<file path="config.mk">
export PLATFORM = sky130hd
export DESIGN_NAME = das_sum4
export DESIGN_NICKNAME = d
export VERILOG_FILES = /design/src/rtl/das_sum4.sv
export SDC_FILE = /design/constraint.sdc
export NUM_CORES = 2
export LEC_CHECK = 0
export BUFFER_PORTS_ARGS = -buffer_cell sky130_fd_sc_hd__buf_2
export CORE_MARGIN = 2
export CORE_UTILIZATION = 40
export CTS_BUF_LIST = sky130_fd_sc_hd__clkbuf_16
export DETAILED_ROUTE_END_ITERATION = 7
export HOLD_SLACK_MARGIN = 0.1
export PLACE_DENSITY = 0.52
export SYNTH_ARGS = -nofsm -noshare
export SYNTH_HDL_FRONTEND = slang
export SYNTH_SLANG_ARGS = --single-unit
</file>
<file path="constraint.sdc">
create_clock -name clk -period 6.4 [get_ports clk]
set_input_delay 0 -clock clk [delete_from_list [all_inputs] [get_ports clk]]
set_output_delay 0 -clock clk [all_outputs]
set_load 0.03 [all_outputs]
</file>
<file path="src/rtl/das_sum4.sv">
// Four-channel delay-and-sum stage: captures one sample set per step into
// per-channel 16-deep circular delay lines and emits the sum of delayed taps.
module das_sum4 #(
    parameter int DATA_W = 16,
    parameter int PTR_W  = 4,
    parameter int CNT_W  = 10
) (
    input  logic                     clk,
    input  logic                     reset,
    input  logic                     start,
    input  logic [CNT_W-1:0]         num_samples,
    input  logic [PTR_W-1:0]         delay1,
    input  logic [PTR_W-1:0]         delay2,
    input  logic [PTR_W-1:0]         delay3,
    input  logic [PTR_W-1:0]         delay4,
    input  logic [DATA_W-1:0]        val1,
    input  logic [DATA_W-1:0]        val2,
    input  logic [DATA_W-1:0]        val3,
    input  logic [DATA_W-1:0]        val4,
    output logic                     inc_count,
    output logic [DATA_W+1:0]        beam_out,
    output logic                     out_valid,
    input  logic                     out_ready,
    output logic                     busy,
    output logic                     done
);

    localparam int DEPTH = 2 ** PTR_W;
    localparam int SUM_W = DATA_W + 2;
    localparam logic [PTR_W-1:0] PTR_ONE = {{(PTR_W-1){1'b0}}, 1'b1};
    localparam logic [CNT_W-1:0] CNT_ONE = {{(CNT_W-1){1'b0}}, 1'b1};

    typedef enum logic [2:0] {
        ST_IDLE    = 3'd0,
        ST_CAPTURE = 3'd1,
        ST_OUTPUT  = 3'd2,
        ST_STEP    = 3'd3,
        ST_SETTLE  = 3'd4,
        ST_DONE    = 3'd5
    } state_t;

    state_t                 state_q;
    logic [DATA_W-1:0]      line_q [4][DEPTH];
    logic [PTR_W-1:0]       delay_q [4];
    logic [CNT_W-1:0]       num_q;
    logic [CNT_W-1:0]       idx_q;
    logic [PTR_W-1:0]       wr_ptr_q;
    logic [SUM_W-1:0]       beam_q;
    logic                   out_valid_q;
    logic                   inc_count_q;
    logic                   busy_q;
    logic                   done_q;

    logic [DATA_W-1:0]      val_s [4];
    logic [DATA_W-1:0]      tap_s [4];
    logic [PTR_W-1:0]       rd_addr_s [4];
    logic [SUM_W-1:0]       sum_d;

    assign val_s[0] = val1;
    assign val_s[1] = val2;
    assign val_s[2] = val3;
    assign val_s[3] = val4;

    // Tap selection and full-precision sum; a zero delay bypasses the line.
    always_comb begin
        for (int k = 0; k < 4; k++) begin
            rd_addr_s[k] = wr_ptr_q - delay_q[k];
            if (delay_q[k] == {PTR_W{1'b0}}) begin
                tap_s[k] = val_s[k];
            end else begin
                tap_s[k] = line_q[k][rd_addr_s[k]];
            end
        end
        sum_d = {{2{tap_s[0][DATA_W-1]}}, tap_s[0]}
              + {{2{tap_s[1][DATA_W-1]}}, tap_s[1]}
              + {{2{tap_s[2][DATA_W-1]}}, tap_s[2]}
              + {{2{tap_s[3][DATA_W-1]}}, tap_s[3]};
    end

    // Control FSM; status outputs are set on entry to the state they mark.
    always_ff @(posedge clk) begin
        if (!reset) begin
            state_q     <= ST_IDLE;
            inc_count_q <= 1'b0;
            out_valid_q <= 1'b0;
            busy_q      <= 1'b0;
            done_q      <= 1'b0;
            beam_q      <= {SUM_W{1'b0}};
            wr_ptr_q    <= {PTR_W{1'b0}};
            idx_q       <= {CNT_W{1'b0}};
        end else begin
            inc_count_q <= 1'b0;
            done_q      <= 1'b0;
            case (state_q)
                ST_IDLE: begin
                    if (start) begin
                        num_q      <= num_samples;
                        delay_q[0] <= delay1;
                        delay_q[1] <= delay2;
                        delay_q[2] <= delay3;
                        delay_q[3] <= delay4;
                        for (int k = 0; k < 4; k++) begin
                            for (int e = 0; e < DEPTH; e++) begin
                                line_q[k][e] <= {DATA_W{1'b0}};
                            end
                        end
                        wr_ptr_q <= {PTR_W{1'b0}};
                        idx_q    <= {CNT_W{1'b0}};
                        busy_q   <= 1'b1;
                        if (num_samples == {CNT_W{1'b0}}) begin
                            done_q  <= 1'b1;
                            state_q <= ST_DONE;
                        end else begin
                            state_q <= ST_CAPTURE;
                        end
                    end else begin
                        busy_q <= 1'b0;
                    end
                end
                ST_CAPTURE: begin
                    for (int k = 0; k < 4; k++) begin
                        line_q[k][wr_ptr_q] <= val_s[k];
                    end
                    beam_q      <= sum_d;
                    out_valid_q <= 1'b1;
                    state_q     <= ST_OUTPUT;
                end
                ST_OUTPUT: begin
                    if (out_ready) begin
                        out_valid_q <= 1'b0;
                        if (idx_q == num_q - CNT_ONE) begin
                            done_q  <= 1'b1;
                            state_q <= ST_DONE;
                        end else begin
                            inc_count_q <= 1'b1;
                            state_q     <= ST_STEP;
                        end
                    end else begin
                        out_valid_q <= 1'b1;
                    end
                end
                ST_STEP: begin
                    wr_ptr_q <= wr_ptr_q + PTR_ONE;
                    idx_q    <= idx_q + CNT_ONE;
                    state_q  <= ST_SETTLE;
                end
                ST_SETTLE: begin
                    state_q <= ST_CAPTURE;
                end
                ST_DONE: begin
                    busy_q  <= 1'b0;
                    state_q <= ST_IDLE;
                end
                default: begin
                    out_valid_q <= 1'b0;
                    busy_q      <= 1'b0;
                    state_q     <= ST_IDLE;
                end
            endcase
        end
    end

    assign inc_count = inc_count_q;
    assign beam_out  = beam_q;
    assign out_valid = out_valid_q;
    assign busy      = busy_q;
    assign done      = done_q;

endmodule

</file>
==> results.toml <==
[outcome]
status = "finished clean"

[critical_path]
crit_path_end_kind = "register"
crit_path_max_fanout = 24
crit_arrival_ns = 6.71
critPathLaunchType = "register"
path_class = "reg -> reg"
cp_data_required_time_ns = 7.04

[layout]
fillers = 11132
layout.nets = 4585
antennaDiodeCount = 0
finalNonFillerCells = 6141
drive_above_1_share = 0.1670
area_delta_synth_final_pct = 14.86
postLayoutCoreUtil = 0.4639

[timing]
final_hold_viol_count = 0
slew_headroom = 0.1721
finalClockSkew_ns = 0.02938
rsz0062_at_grt = "false"
fin_tns_setup_ns = 0
worst_pin_slew_ns = 1.239
setup_viol = 0
fin_crit_ns = 6.072
timing.final.max_slew_violations = 0
finalCritPeriodShare = 0.9487
fmax_ghz = 0.1647

[synth]
netlist_area_mm2 = 0.04929
ys_async_sr_fraction = 0
synth_top_area_frac = 0.3375
synth.ff_latch_count = 1089
syn_inst = 4296
yosysSeqAreaShare = 0.5548
synth_cell_type_count = 64
yosysMostFrequentCell = "nand2_1"
synthesis.nets = 4462
synth_edf_count = 554
synth_top_area_cell = "edfxtp_1"
avgSynthCellArea_um2 = 11.47
synth.area.top_cells = "edfxtp_1 (34%), dfxtp_1 (22%), mux4_2 (12%)"
yosys_most_used_dff = "edfxtp_1"
yosysWarningCount = 0
synth_commonest_cells = "nand2_1 (1073), edfxtp_1 (554), dfxtp_1 (535)"

[cts]
tritoncts = "yes"
cts_root_buf = "clkbuf_16"
clockBufferDepth = 3
cts.sinks = 1089
clk_latency_ns = 0.75
cts_made_buffers = 117
cts_resized = 0
h-tree-depth = 3
clk_pin_slew_worst_paths_ns = 0.06

[detailed_routing]
drtAntennaViolNets = 0
drtIter0Drc = 3355
viasPerCell = 5.461
wl_per_cell_um = 25.67
drc = 0
dr.pass1.iters = 8
wl_um = 157600
routed-via-count = 33535

[grt]
antenna_found_initial = 7
grt_overflow_total = 0
grt_max_degree = 138
grt_pass1_wl_um = 230100
grt_pass1_vias = 32857
grtUsageTotal = 0.2484

[floorplanning]
rows = 128
die_h_um = 355.0
dieArea_mm2 = 0.1261
die_x_um = 355.0
core-area_mm2 = 0.1220
start_util = 0.4039
top_level_ports = 116

[flow_run]
drv_cap = 0

[pwr]
vdd_drop_max_mv = 0.2671
p_leak_nw = 20.15
cellPowerDensity_mw_per_mm2 = 294.7

[placement]
dp.cells = 5797
gp_congestion = 0.8952
dp_hpwl_um = 93450
numPortBuffers = 115

[min_path]
hold_path.class = "in -> reg"
[metal layers]
layer  track usage  part of all wire  vias to the layer above
met5             0           0.00035                        -
met4       0.06347             0.021                        8
met3       0.03144             0.063                      180
met2        0.4056              0.47                     1073
met1        0.3508              0.44                    16948
li1              -                 -                    15326
[cell usage in the layout (no fill, tap or decap), drive strengths merged, types with 9 or more instances in the layout]
master / count
inv: 113
o21ai: 56
mux4: 256
buf: 239
dlygate4sd3: 121
clkbuf: 120
nor2: 47
fa: 37
clkinv: 46
nand3: 65
a21oi: 534
nand2: 1077
nor4: 9
xnor2: 16
nor3: 14
mux2i: 198
nand2b: 9
and2: 291
edfxtp: 554
ha: 35
xor2: 12
bufinv: 10
mux2: 34
dfxtp: 535
[final cells by class]
cell class	count	area, µm²	share of cell area
multi-input cells	2777	20240	0.3574
repair buffers	360	2955	0.05220
inverters	74	285.3	0.005039
well taps	1625	2033	0.03591
clock inverters	96	753.2	0.01330
flip-flops and latches	1089	27350	0.4831
clock buffers	120	3003	0.05304
[where the power goes]
group	switching (mW)	leakage (nW)	total (mW)	internal, mW
Combinational	1.47	8.59	2.32	0.855
Sequential	0.101	9.58	7.68	7.57
Clock	2.90	1.98	6.69	3.78
Total	4.47	20.1	16.7	12.2
[state kept, by name, summed over array words and instances, names as in the netlist]
name,count
idx_q,10
done,1
delay_q,16
state_q,3
wr_ptr_q,4
out_valid,1
busy,1
inc_count,1
line_q,1024
beam_out,18
num_q,10
[critical path: stages, from the launching register on]
cell and delay [ns]:
dfxtp_1 0.36, inv_1 0.21, ha_4 0.17, inv_2 0.04
fa_4 0.80, buf_12 0.18, buf_4 0.14, buf_12 0.22
mux4_2 0.52, mux2i_1 0.16, mux2i_1 0.10, mux2i_1 0.38
fa_1 0.51, fa_1 0.58, inv_1 0.06, ha_1 0.39
nand3_1 0.13, nor2_1 0.10, o21ai_0 0.19, a211oi_1 0.37
mux2i_1 0.24, nand3_1 0.09
[metrics by stage]
stage               worst slack (ns)  hold WS [ns]  cell area [µm²]  power (mW)
finish                        0.3283        0.1755            56610       16.68
global route                0.008212        0.1801            56610       17.24
CTS                           0.3154        0.1087            56550       16.78
detailed placement            0.3506        0.1882            51580       10.07
global placement              0.3236        0.1784            51580       10.06
floorplan                      1.159       0.09887            49290       9.193
[worst paths after layout]
kind / startpoint / end / slack (ns) / cells after the start
max reg2reg: wr_ptr_q[0] / beam_out[17] / 0.33 / 21
min reg2reg: line_q[3][216] / line_q[3][216] / 0.45 / 2
min: num_samples[9] / done / 0.18 / 5
max: wr_ptr_q[0] / beam_out[17] / 0.33 / 21
[logic make-up (layout without fill, tap and decap cells)]
kind of cell    count (synthesis)  after routing  share of synthesized area
compound gates                632            632                    0.06648
xor+xnor                       28             28                   0.005585
fa+ha+maj                      72             72                    0.02391
buf+inv                       430            650                    0.04161
flops                        1089           1089                     0.5548
mux                           488            488                     0.1649
simple gates                 1557           1557                     0.1427
[timing repair]
action	4_1_cts	5_1_grt
setup endpoints to repair	0	4
hold endpoints to repair	1080	0
buffers inserted	0	7
hold buffers	121	0
Note: power is estimated with default switching activity, not from simulation.
